===== src/rtl/rf_wb_ctrl_pkg.sv =====
`default_nettype none
// +----------------------------------------------------------------------------+
// | Module   : rf_ctrl_pkg                                                     |
// | Purpose  : Shared widths and write-back source encoding for rf_wb_ctrl.    |
// | Revision : 1.0                                                             |
// +----------------------------------------------------------------------------+
package rf_ctrl_pkg;
  localparam int DATA_W    = 16;
  localparam int REG_SEL_W = 3;
  localparam int NUM_REGS  = 2 ** REG_SEL_W;

  typedef enum logic {
    SRC_EX  = 1'b0,
    SRC_MEM = 1'b1
  } wb_src_e;
endpackage
`default_nettype wire


===== src/rtl/rf_wb_ctrl_if.sv =====
`default_nettype none
// +----------------------------------------------------------------------------+
// | Module   : rf_wb_ctrl_if                                                   |
// | Purpose  : Issue, write-back handshake and regFile write-port bundle.      |
// | Revision : 1.0                                                             |
// +----------------------------------------------------------------------------+
interface rf_wb_ctrl_if #(
  parameter int DATA_W    = rf_ctrl_pkg::DATA_W,
  parameter int REG_SEL_W = rf_ctrl_pkg::REG_SEL_W,
  parameter int NUM_REGS  = rf_ctrl_pkg::NUM_REGS
) ();
  logic                 issue_valid;
  logic [REG_SEL_W-1:0] issue_src1;
  logic [REG_SEL_W-1:0] issue_src2;
  logic                 issue_src1_en;
  logic                 issue_src2_en;
  logic [REG_SEL_W-1:0] issue_dst;
  logic                 issue_wr;
  logic                 stall;
  logic                 ex_valid;
  logic [REG_SEL_W-1:0] ex_sel;
  logic [DATA_W-1:0]    ex_data;
  logic                 ex_ready;
  logic                 mem_valid;
  logic [REG_SEL_W-1:0] mem_sel;
  logic [DATA_W-1:0]    mem_data;
  logic                 mem_ready;
  logic                 writeEn;
  logic [REG_SEL_W-1:0] writeRegSel;
  logic [DATA_W-1:0]    writeData;
  logic [NUM_REGS-1:0]  busy;
  logic                 err;

  modport slave (
    input  issue_valid, issue_src1, issue_src2, issue_src1_en, issue_src2_en,
    input  issue_dst, issue_wr,
    input  ex_valid, ex_sel, ex_data, mem_valid, mem_sel, mem_data,
    output stall, ex_ready, mem_ready,
    output writeEn, writeRegSel, writeData, busy, err
  );

  modport master (
    output issue_valid, issue_src1, issue_src2, issue_src1_en, issue_src2_en,
    output issue_dst, issue_wr,
    output ex_valid, ex_sel, ex_data, mem_valid, mem_sel, mem_data,
    input  stall, ex_ready, mem_ready,
    input  writeEn, writeRegSel, writeData, busy, err
  );
endinterface
`default_nettype wire


===== src/rtl/rf_wb_ctrl_scoreboard.sv =====
`default_nettype none
// +----------------------------------------------------------------------------+
// | Module   : rf_scoreboard                                                   |
// | Purpose  : Per-register busy bits and RAW/WAW issue stall.                 |
// | Revision : 1.0                                                             |
// +----------------------------------------------------------------------------+
module rf_scoreboard
  import rf_ctrl_pkg::*;
#(
  parameter int REG_SEL_W = rf_ctrl_pkg::REG_SEL_W,
  parameter int NUM_REGS  = rf_ctrl_pkg::NUM_REGS
) (
  input  wire logic                 clk,
  input  wire logic                 rst,
  input  wire logic                 issue_valid,
  input  wire logic [REG_SEL_W-1:0] issue_src1,
  input  wire logic [REG_SEL_W-1:0] issue_src2,
  input  wire logic                 issue_src1_en,
  input  wire logic                 issue_src2_en,
  input  wire logic [REG_SEL_W-1:0] issue_dst,
  input  wire logic                 issue_wr,
  input  wire logic                 clr_en,
  input  wire logic [REG_SEL_W-1:0] clr_sel,
  output logic                      stall,
  output logic                      issue_accept,
  output logic [NUM_REGS-1:0]       busy
);
  logic [NUM_REGS-1:0] busy_q;
  logic [NUM_REGS-1:0] busy_d;

  always_comb begin
    stall = issue_valid & ((issue_src1_en & busy_q[issue_src1]) |
                           (issue_src2_en & busy_q[issue_src2]) |
                           (issue_wr      & busy_q[issue_dst]));
    issue_accept = issue_valid & ~stall;
  end

  // WAW stall keeps set and clear off the same register, so order is irrelevant
  always_comb begin
    busy_d = busy_q;
    if (clr_en) busy_d[clr_sel] = 1'b0;
    if (issue_accept && issue_wr) busy_d[issue_dst] = 1'b1;
  end

  always_ff @(posedge clk or negedge rst) begin
    if (!rst) busy_q <= '0;
    else      busy_q <= busy_d;
  end

  assign busy = busy_q;
endmodule
`default_nettype wire


===== src/rtl/rf_wb_ctrl.sv =====
`default_nettype none
// +----------------------------------------------------------------------------+
// | Module   : rf_wb_ctrl                                                      |
// | Purpose  : Round-robin EX/MEM write-back arbiter onto the regFile port.    |
// | Revision : 1.0                                                             |
// +----------------------------------------------------------------------------+
module rf_wb_ctrl
  import rf_ctrl_pkg::*;
#(
  parameter int DATA_W    = rf_ctrl_pkg::DATA_W,
  parameter int REG_SEL_W = rf_ctrl_pkg::REG_SEL_W,
  parameter int NUM_REGS  = rf_ctrl_pkg::NUM_REGS
) (
  input  wire logic   clk,
  input  wire logic   rst,
  rf_wb_ctrl_if.slave bus
);
  logic                 write_en_q,  write_en_d;
  logic [REG_SEL_W-1:0] write_sel_q, write_sel_d;
  logic [DATA_W-1:0]    write_data_q, write_data_d;
  wb_src_e              last_grant_q, last_grant_d;
  logic                 err_q, err_d;

  logic                 grant_ex;
  logic                 grant_mem;
  logic                 xfer;
  logic [REG_SEL_W-1:0] xfer_sel;
  logic [DATA_W-1:0]    xfer_data;
  logic                 issue_accept;
  logic [NUM_REGS-1:0]  busy;

  rf_scoreboard #(
    .REG_SEL_W (REG_SEL_W),
    .NUM_REGS  (NUM_REGS)
  ) u_scoreboard (
    .clk           (clk),
    .rst           (rst),
    .issue_valid   (bus.issue_valid),
    .issue_src1    (bus.issue_src1),
    .issue_src2    (bus.issue_src2),
    .issue_src1_en (bus.issue_src1_en),
    .issue_src2_en (bus.issue_src2_en),
    .issue_dst     (bus.issue_dst),
    .issue_wr      (bus.issue_wr),
    .clr_en        (write_en_q),
    .clr_sel       (write_sel_q),
    .stall         (bus.stall),
    .issue_accept  (issue_accept),
    .busy          (busy)
  );

  // Grants are gated by rst so nothing handshakes while reset is held
  always_comb begin
    grant_ex  = rst & bus.ex_valid  & (~bus.mem_valid | (last_grant_q == SRC_MEM));
    grant_mem = rst & bus.mem_valid & (~bus.ex_valid  | (last_grant_q == SRC_EX));
    xfer      = grant_ex | grant_mem;
    xfer_sel  = grant_mem ? bus.mem_sel  : bus.ex_sel;
    xfer_data = grant_mem ? bus.mem_data : bus.ex_data;
  end

  always_comb begin
    write_en_d   = xfer;
    write_sel_d  = xfer ? xfer_sel  : write_sel_q;
    write_data_d = xfer ? xfer_data : write_data_q;
    last_grant_d = last_grant_q;
    if (grant_ex)  last_grant_d = SRC_EX;
    if (grant_mem) last_grant_d = SRC_MEM;
    err_d = err_q
          | (xfer & ~busy[xfer_sel])
          | (bus.ex_valid & bus.mem_valid & (bus.ex_sel == bus.mem_sel))
          | (issue_accept & bus.issue_wr & busy[bus.issue_dst]);
  end

  always_ff @(posedge clk or negedge rst) begin
    if (!rst) begin
      write_en_q   <= 1'b0;
      write_sel_q  <= '0;
      write_data_q <= '0;
      last_grant_q <= SRC_EX;
      err_q        <= 1'b0;
    end else begin
      write_en_q   <= write_en_d;
      write_sel_q  <= write_sel_d;
      write_data_q <= write_data_d;
      last_grant_q <= last_grant_d;
      err_q        <= err_d;
    end
  end

  assign bus.ex_ready    = grant_ex;
  assign bus.mem_ready   = grant_mem;
  assign bus.writeEn     = write_en_q;
  assign bus.writeRegSel = write_sel_q;
  assign bus.writeData   = write_data_q;
  assign bus.busy        = busy;
  assign bus.err         = err_q;
endmodule
`default_nettype wire

===== src/flat_wrapper.sv =====
// flat-port wrapper written by rule: the top's interface ports become plain ports
module rf_wb_ctrl_flat import rf_ctrl_pkg::*;
#(
  parameter int DATA_W    = rf_ctrl_pkg::DATA_W,
  parameter int REG_SEL_W = rf_ctrl_pkg::REG_SEL_W,
  parameter int NUM_REGS  = rf_ctrl_pkg::NUM_REGS
)
  (clk, rst, bus_issue_valid, bus_issue_src1, bus_issue_src2, bus_issue_src1_en, bus_issue_src2_en, bus_issue_dst, bus_issue_wr, bus_ex_valid, bus_ex_sel, bus_ex_data, bus_mem_valid, bus_mem_sel, bus_mem_data, bus_stall, bus_ex_ready, bus_mem_ready, bus_writeEn, bus_writeRegSel, bus_writeData, bus_busy, bus_err);
  rf_wb_ctrl_if #(.DATA_W(DATA_W), .REG_SEL_W(REG_SEL_W), .NUM_REGS(NUM_REGS)) bus_i ();
  input  wire logic clk;
  input  wire logic rst;
  input wire logic [$bits(bus_i.issue_valid)-1:0] bus_issue_valid;
  input wire logic [$bits(bus_i.issue_src1)-1:0] bus_issue_src1;
  input wire logic [$bits(bus_i.issue_src2)-1:0] bus_issue_src2;
  input wire logic [$bits(bus_i.issue_src1_en)-1:0] bus_issue_src1_en;
  input wire logic [$bits(bus_i.issue_src2_en)-1:0] bus_issue_src2_en;
  input wire logic [$bits(bus_i.issue_dst)-1:0] bus_issue_dst;
  input wire logic [$bits(bus_i.issue_wr)-1:0] bus_issue_wr;
  input wire logic [$bits(bus_i.ex_valid)-1:0] bus_ex_valid;
  input wire logic [$bits(bus_i.ex_sel)-1:0] bus_ex_sel;
  input wire logic [$bits(bus_i.ex_data)-1:0] bus_ex_data;
  input wire logic [$bits(bus_i.mem_valid)-1:0] bus_mem_valid;
  input wire logic [$bits(bus_i.mem_sel)-1:0] bus_mem_sel;
  input wire logic [$bits(bus_i.mem_data)-1:0] bus_mem_data;
  output wire logic [$bits(bus_i.stall)-1:0] bus_stall;
  output wire logic [$bits(bus_i.ex_ready)-1:0] bus_ex_ready;
  output wire logic [$bits(bus_i.mem_ready)-1:0] bus_mem_ready;
  output wire logic [$bits(bus_i.writeEn)-1:0] bus_writeEn;
  output wire logic [$bits(bus_i.writeRegSel)-1:0] bus_writeRegSel;
  output wire logic [$bits(bus_i.writeData)-1:0] bus_writeData;
  output wire logic [$bits(bus_i.busy)-1:0] bus_busy;
  output wire logic [$bits(bus_i.err)-1:0] bus_err;
  assign bus_i.issue_valid = bus_issue_valid;
  assign bus_i.issue_src1 = bus_issue_src1;
  assign bus_i.issue_src2 = bus_issue_src2;
  assign bus_i.issue_src1_en = bus_issue_src1_en;
  assign bus_i.issue_src2_en = bus_issue_src2_en;
  assign bus_i.issue_dst = bus_issue_dst;
  assign bus_i.issue_wr = bus_issue_wr;
  assign bus_i.ex_valid = bus_ex_valid;
  assign bus_i.ex_sel = bus_ex_sel;
  assign bus_i.ex_data = bus_ex_data;
  assign bus_i.mem_valid = bus_mem_valid;
  assign bus_i.mem_sel = bus_mem_sel;
  assign bus_i.mem_data = bus_mem_data;
  assign bus_stall = bus_i.stall;
  assign bus_ex_ready = bus_i.ex_ready;
  assign bus_mem_ready = bus_i.mem_ready;
  assign bus_writeEn = bus_i.writeEn;
  assign bus_writeRegSel = bus_i.writeRegSel;
  assign bus_writeData = bus_i.writeData;
  assign bus_busy = bus_i.busy;
  assign bus_err = bus_i.err;
  rf_wb_ctrl #(.DATA_W(DATA_W), .REG_SEL_W(REG_SEL_W), .NUM_REGS(NUM_REGS)) u_core (.clk(clk), .rst(rst), .bus(bus_i));
endmodule

===== config.mk =====
export PLATFORM = sky130hd
export DESIGN_NAME = rf_wb_ctrl_flat
export DESIGN_NICKNAME = d
export VERILOG_FILES = /design/src/rtl/rf_wb_ctrl_pkg.sv /design/src/rtl/rf_wb_ctrl_if.sv /design/src/rtl/rf_wb_ctrl_scoreboard.sv /design/src/rtl/rf_wb_ctrl.sv /design/src/flat_wrapper.sv
export SDC_FILE = /design/constraint.sdc
export NUM_CORES = 1
export LEC_CHECK = 0
export CAP_MARGIN = 20
export CORE_UTILIZATION = 41
export CTS_CLUSTER_SIZE = 10
export DETAILED_ROUTE_END_ITERATION = 7
export HOLD_SLACK_MARGIN = 0.1
export PLACE_DENSITY_LB_ADDON = 0.15
export REMOVE_ABC_BUFFERS = 1
export SYNTH_ARGS = -nofsm -noshare
export SYNTH_HDL_FRONTEND = slang
export SYNTH_SLANG_ARGS = --single-unit

===== constraint.sdc =====
create_clock -name clk -period 3.5 [get_ports clk]
set_clock_uncertainty 0.2 [all_clocks]
set_input_delay 1.05 -clock clk [delete_from_list [all_inputs] [get_ports clk]]
set_output_delay 1.05 -clock clk [all_outputs]
set_load 0.01 [all_outputs]

==> results by group, run 1 <==
Outcome
  • Status: complete, no violations

Critical path
  • Critical Path Slowest Stage Cell: mux4_2
  • CP max stage delay: approximately 0.50 ns
  • Startpoint class of the critical path: primary input
  • WP data required: 2.25 ns
  • CP max FO: 2
  • Buf/Inv on CP: 2
  • Type of the worst setup path: primary input to output pin
  • CP arrival: ~2.2 ns
  • Worst setup EP type: output pin
  • Crit-path leading delay family: multiplexers
  • Worst-path cell chain: buf_6 > mux4_2 > o22ai_2 > o22ai_2 > o21a_1 > buf_2
  • Crit-path most repeated cell: o22ai_2

Timing
  • Hold WS: ~0.28 ns
  • Setup TNS: 0 ns
  • Slew Limit Fails: 0
  • Post-route minimum period: around 3.5 ns
  • Final hold vios: 0
  • Endpoints failing setup: 0
  • RSZ-0062 raised after global routing: true
  • Fmax: around 290 MHz
  • Part of the cycle the worst path needs: 0.997
  • Measured slew at the worst slew-check pin: approximately 0.37 ns
  • Final WS setup: a little over 0.01 ns
  • Slew margin rel.: 0.752

Global routing
  • Wire length of the first global-routing pass: around 7800 µm
  • Antenna violations before repair: 0
  • Remaining Overflow, GRT: 0
  • Largest net degree at the start of global routing: between 40 and 50
  • Vias in the first global route: 1,603
  • GRT Resource Usage Total: 0.234

Floorplanning
  • Die Span Y: 68.2 µm
  • Row cnt: 23
  • I/O pin cnt: between 80 and 90
  • Full die area: between 4000 and 5000 µm²
  • Initial Util: 0.437
  • Die width: 68.2 µm
  • Floorplan core area: ~4100 µm²

Synth
  • Synth Area in Adders: 0
  • Synth unique cells: 32
  • Top post-synthesis cells by area: dfrtp_1, mux2i_1, o21ai_0
  • Syn Area/Cell: between 10 and 15 µm²
  • Netlist area before placement: between 1500 and 2000 µm²
  • Compound-Gate Fraction of Synth Area: 0.180
  • Mapped Cells: 178
  • Main combinational cell family by area after synthesis: multiplexers
  • Synth warn: 0
  • Sequential area share after synthesis: 0.417
  • Seq cells post-synth: 30
  • Post-Synth Simple-Gate Area: 0.118
  • Xor-xnor portion of the synthesized cell area: 0.0146
  • Largest area contributor in the netlist: dfrtp_1
  • Mux contribution to synthesized area: 0.236
  • Post-synth top area share: 0.417

Pwr
  • VDD IR-drop max: approximately 0.36 mV
  • Pwr/cell area: between 400 and 500 nW/µm²
  • Pleak: ~1.3 nW

CTS
  • CTS H-tree depth: 2
  • Post-CTS setup buffers: 0
  • Clock latency at the later pin of the worst-skew pair: ~0.28 ns
  • Clock-pin slew on the worst setup and hold paths: approximately 0.060 ns
  • CTS tree: yes
  • Clk buf depth: 2
  • CTS buffer count: 5
  • CTS root buffer: clkbuf_8
  • CTS Sinks: 30

Worst hold path
  • Worst min path class: flip-flop to flip-flop

Route
  • Pre-Repair DR Iteration Count: 4
  • Routed WL: 5080 µm
  • Post-route ant nets: 0
  • # DRC: 0
  • DR WL/cell: roughly 15 µm
  • Vias: ~1,800
  • Drt via density: ~5.4
  • Initial DRC Count: ~130

Finish
  • Final instance area: slightly below 3000 µm²
  • Area grow syn2layout: 62.8%
  • NumNets Final: about 340
  • Share of layout cells above drive strength 1: 0.164
  • Ant diodes: 0
  • Fin util: 0.712

Place
  • Detail Placement HPWL: about 3700 µm
  • Gpl congestion: just over 0.8
  • Pre-CTS setup slack: -0.806 ns
  • Quantity of I/O buffers inserted on ports: 86
  • Area post-placement: between 2000 and 3000 µm²

Flow run
  • Max_cap viols: 0
==> layout by cell type (no fill, tap or decap), types with 3 or more instances in the layout <==
| master | netlist | final |
|---|---|---|
| clkbuf_8 | 0 | 5 |
| a31oi_1 | 3 | 3 |
| inv_1 | 6 | 6 |
| dfrtp_1 | 30 | 30 |
| nand2_1 | 28 | 28 |
| o22ai_2 | 2 | 3 |
| clkdlybuf4s50_1 | 0 | 74 |
| mux4_2 | 5 | 6 |
| mux2i_1 | 24 | 24 |
| o31ai_1 | 9 | 7 |
| buf_4 | 0 | 18 |
| mux2_2 | 4 | 4 |
| buf_6 | 0 | 3 |
| o21ai_0 | 26 | 25 |
| nand2b_1 | 6 | 6 |
| o41ai_1 | 3 | 3 |
| dlygate4sd2_1 | 0 | 5 |
==> kinds of logic (layout without fill, tap and decap cells) <==
| kind of cell | count (synthesis) | in the layout |
|---|---|---|
| multiplexers | 34 | 34 |
| AND/OR/NAND/NOR | 45 | 45 |
| AO/OA/AOI/OAI | 51 | 51 |
| flip-flops | 30 | 30 |
| buffers and inverters | 15 | 118 |
| XOR/XNOR | 3 | 3 |
==> per-layer routing <==
metal	vias to the layer above	routed length, µm	GRT usage
met1	831	2220	0.310
met5	-	0	0
li1	865	-	-
met2	71	2350	0.357
met4	0	87	0.0938
met3	8	423	0.0667
==> where the power goes <==
group | internal [W] | leakage [nW] | switching [W]
logic | 0.000349 | 0.939 | 0.000230
registers | 0.000420 | 0.366 | 0.000107
clock network | 0.000136 | 0.0383 | 0.000121
total | 0.000905 | 1.34 | 0.000458
==> worst register-to-register path: stages, from the launching register on <==
cell and delay (ns):
dfrtp_1 0.47, mux4_2 0.51, o22ai_2 0.19, o22ai_2 0.11, buf_4 0.18, o41ai_1 0.34
==> final timing paths <==
check,start,endpoint,slack (ns),cells after the start
setup reg to reg,u_core.u_scoreboard.busy[5]$_DFF_PN0_,u_core.u_scoreboard.busy[6]$_DFF_PN0_,1.39,5
min in group asynchronous,rst,u_core.last_grant_q$_DFFE_PN0P_,0.93,2
setup / recovery,bus_issue_src2[1],bus_stall,0.01,6
hold reg to reg,u_core.bus.writeData[5]$_DFFE_PN0P_,u_core.bus.writeData[5]$_DFFE_PN0P_,0.28,2
max in group asynchronous,rst,u_core.bus.writeData[14]$_DFFE_PN0P_,1.75,2
hold / removal,u_core.bus.writeData[5]$_DFFE_PN0P_,u_core.bus.writeData[5]$_DFFE_PN0P_,0.28,2
==> what timing repair did <==
item,CTS,global route
gates cloned,0,0
resized for setup,25,10
hold endpoints to repair,0,0
hold buffers,0,0
endpoints found under the setup margin,3,1
pin swaps,4,7
==> final cells by class <==
cell class	instances	area [µm²]
Sequential cell	30	751
Fill cell	320	1190
Timing Repair Buffer	105	993
Clock buffer	7	76.3
Multi-Input combinational cell	133	1020
Tap cell	50	62.6
Inverter	6	22.5
==> cell usage after synthesis <==
cell      count
xor2_1        2
inv_1         6
mux4_1        1
o32a_1        1
nor2_1        2
or2b_1        1
o21ai_1       1
o22ai_2       2
nand2_1      28
nand3_1       2
o21a_1        1
nand2b_1      6
buf_2         4
xnor2_1       1
o31ai_1       9
o21ai_0      26
nand3b_1      1
nand4b_1      1
dfrtp_1      30
a31oi_1       3
a32oi_1       1
nor2b_1       2
or3_1         1
o22ai_1       1
mux4_2        5
a41oi_1       1
clkbuf_1      5
mux2_2        4
o41ai_1       3
a21oi_1       2
and4b_1       1
mux2i_1      24
==> sequential cells by signal, summed over array words and instances, names as in the netlist <==
signal,cells
u_core.bus.writeRegSel,3
u_core.bus.writeData,16
u_core.bus.writeEn,1
u_core.u_scoreboard.busy,8
u_core.last_grant_q,1
u_core.bus.err,1
==> through the flow <==
stage | instances | total power [W]
4_1_cts | 331 | 0.00136
2_1_floorplan | 169 | 0.000760
6_report | 331 | 0.00136
3_5_place_dp | 324 | 0.00110
5_1_grt | 331 | 0.00145
3_3_place_gp | 324 | 0.00109
(Power assumes the default switching activity.)
==> run 2, diff against run 1 <==
--- a/config.mk
+++ b/config.mk
@@ -5,7 +5,6 @@
 export SDC_FILE = /design/constraint.sdc
 export NUM_CORES = 1
 export LEC_CHECK = 0
-export CAP_MARGIN = 20
 export CORE_UTILIZATION = 41
 export CTS_CLUSTER_SIZE = 10
 export DETAILED_ROUTE_END_ITERATION = 7
==> results of run 2 <==
Final layout, timing and power as in run 1 (identical DEF).
==> run 3, diff against run 2 <==
--- a/config.mk
+++ b/config.mk
@@ -5,7 +5,7 @@
 export SDC_FILE = /design/constraint.sdc
 export NUM_CORES = 1
 export LEC_CHECK = 0
-export CORE_UTILIZATION = 41
+export CORE_UTILIZATION = 37
 export CTS_CLUSTER_SIZE = 10
 export DETAILED_ROUTE_END_ITERATION = 7
 export HOLD_SLACK_MARGIN = 0.1
==> constraint.sdc (replaced) <==
create_clock -name clk -period 3.2 [get_ports clk]
set_clock_uncertainty 0.2 [all_clocks]
set_input_delay 0.96 -clock clk [delete_from_list [all_inputs] [get_ports clk]]
set_output_delay 0.96 -clock clk [all_outputs]
set_load 0.01 [all_outputs]
==> run 3 against run 2 <==
Effect of this change: the run now ends with negative setup slack left; count of clock-buffer cells in the layout did not move; wire length rose by 3.5%; via count rose by 3.4%; clock power rose by 23%; final cell count rose by 5.7%; critical path depth did not move; critical endpoint unchanged; highest routed layer unchanged.
==> results by group, run 3 (synthesis results as in run 1) <==
Outcome
  • Status: finished, violations left
  • Failing checks: negative setup slack

Critical path
  • Buf/Inv on CP: 2
  • Crit-path most repeated cell: o22ai_2
  • Crit-path leading delay family: compound AO/OA/AOI/OAI gates
  • R2R depth: 14
  • Critical Path Slowest Stage Cell: mux4_2
  • Type of the worst setup path: primary input to output pin
  • CP max stage delay: a little under 0.5 ns
  • Critical R2R Capture: u_core.u_scoreboard.busy[2]$_DFF_PN0_
  • Startpoint class of the critical path: primary input
  • CP max FO: 2
  • Worst setup EP type: output pin
  • WP data required: around 2.0 ns
  • CP arrival: 2.16 ns
  • Reg2Reg Setup Slack: approximately 0.54 ns
  • Worst-path cell chain: buf_8 > mux4_2 > o22ai_2 > o22ai_2 > o21a_1 > buf_2
  • R2r startpoint: u_core.u_scoreboard.busy[6]$_DFF_PN0_

Pwr
  • VDD IR-drop max: 0.279 mV
  • Overall power: 0.00161 W
  • Pwr/cell area: ~520 nW/µm²
  • Pleak: roughly 1.4 nW

Timing
  • Final hold vios: 0
  • Post-route minimum period: approximately 3.3 ns
  • Slew Limit Fails: 0
  • Final WS setup: -0.119 ns
  • Fmax: ~300 MHz
  • Slew margin rel.: 0.745
  • Part of the cycle the worst path needs: 1.04
  • Measured slew at the worst slew-check pin: between 0.3 and 0.4 ns
  • RSZ-0062 raised after global routing: true
  • Hold WS: ~0.28 ns
  • Endpoints failing setup: 1
  • Setup TNS: -0.119 ns

CTS
  • Clock-pin slew on the worst setup and hold paths: about 0.060 ns
  • CTS root buffer: clkbuf_8
  • Hold Buf Count CTS: 0
  • Clock latency at the later pin of the worst-skew pair: ~0.29 ns
  • CTS tree: yes
  • CTS H-tree depth: 2
  • Clk buf depth: 2
  • CTS buffer count: 5
  • CTS Sinks: 30

Finish
  • Non-Filler Instances: 350
  • Share of layout cells above drive strength 1: 0.233
  • Most frequent cells in the layout: clkdlybuf4s50_1, buf_4, dfrtp_1, nand2_1, o21ai_0
  • Max FFs per register: 16
  • NumNets Final: 350
  • Area grow syn2layout: 70.8%
  • Commonest non-fill, non-tap cell in the layout: clkdlybuf4s50_1
  • Ant diodes: 0

Route
  • # DRC: 0
  • Post-route ant nets: 0
  • Vias: 1,835
  • Routed WL: roughly 5300 µm
  • Initial DRC Count: approximately 120
  • Pre-Repair DR Iteration Count: 4
  • Drt via density: 5.24
  • DR WL/cell: 15.0 µm

Floorplanning
  • Full die area: around 5100 µm²
  • Row cnt: 25
  • I/O pin cnt: 87
  • Initial Util: 0.383
  • Die Span Y: 71.7 µm
  • Floorplan core area: 4690 µm²
  • Die width: roughly 70 µm

Global routing
  • Remaining Overflow, GRT: 0
  • Largest net degree at the start of global routing: between 40 and 50
  • GRT Resource Usage Total: 0.219
  • Wire length of the first global-routing pass: approximately 8500 µm
  • Vias in the first global route: approximately 1,800
  • Antenna violations before repair: 0

Worst hold path
  • Worst min path class: flip-flop to flip-flop
  • Min-Delay Startpoint: u_core.bus.writeData[2]$_DFFE_PN0P_
  • Hold path depth: 2
  • Hold EP: u_core.bus.writeData[2]$_DFFE_PN0P_

Place
  • Cell count after placement: 330
  • Gpl congestion: between 0.8 and 0.9
  • Pre-CTS setup slack: -0.935 ns
  • Detail Placement HPWL: ~3700 µm
  • Quantity of I/O buffers inserted on ports: 86

Flow run
  • Max_cap viols: 0
==> run 3: cell types whose count changed in the layout (fill, tap and decap cells not counted), sizes merged <==
cell	before	now
buf	22	36
clkbuf	9	11
clkdlybuf4s50	74	72
clkinv	0	1
==> run 3: worst register-to-register path, stage by stage, from the launching register on <==
cell	delay (ns)
dfrtp_1	0.46
and4b_1	0.25
a31oi_2	0.18
buf_4	0.15
buf_4	0.09
buf_4	0.09
buf_4	0.09
buf_4	0.10
buf_4	0.10
buf_4	0.09
buf_4	0.09
buf_4	0.09
nand4b_1	0.09
buf_4	0.18
o41ai_1	0.31
==> run 3: metrics by stage <==
stage	utilization	cell area, µm²
3_5_place_dp	0.607	2850
6_report	0.655	3070
5_1_grt	0.655	3070
3_3_place_gp	0.607	2850
2_1_floorplan	-	1760
4_1_cts	0.647	3030
==> run 3: repair_timing <==
action | CTS | global route
endpoints found under the setup margin | 3 | 9
pin swaps | 5 | 6
buffers inserted | 11 | 1
gates resized for setup | 27 | 21
==> run 3: worst max-delay path by stage <==
stage / from / slack, ns / to / depth (start not counted)
floorplan: bus_mem_valid / -0.27 / u_core.bus.writeData[0]$_DFFE_PN0P_ / 2
global placement: bus_issue_src1[1] / -0.92 / bus_stall / 6
detailed placement: bus_issue_src1[1] / -0.94 / bus_stall / 6
CTS: bus_issue_src2[1] / -0.20 / bus_stall / 6
global route: bus_issue_src1[1] / -0.15 / bus_stall / 6
finish: bus_issue_src1[1] / -0.12 / bus_stall / 6
==> run 3: report_power, final <==
group | total [W] | switching [W] | internal [W]
combinational | 0.000741 | 0.000300 | 0.000440
clock | 0.000316 | 0.000143 | 0.000173
sequential | 0.000553 | 0.0000933 | 0.000460
total | 0.00161 | 0.000536 | 0.00107
==> run 3: cell type report <==
class	count	area, µm²
clock buffer	7	86.3
clock inverter	1	5.00
fill	390	1620
inverter	6	22.5
multi-input combinational	133	1050
sequential	30	751
tap	54	67.6
timing repair buffer	119	1090
==> run 3: per-layer routing <==
layer,routed length (µm),track usage,share of wire,up-vias
met3,350,0.0605,0.067,8
li1,-,-,-,888
met1,2230,0.266,0.42,872
met5,0,0,0,-
met2,2590,0.369,0.49,67
met4,90,0.0850,0.017,0
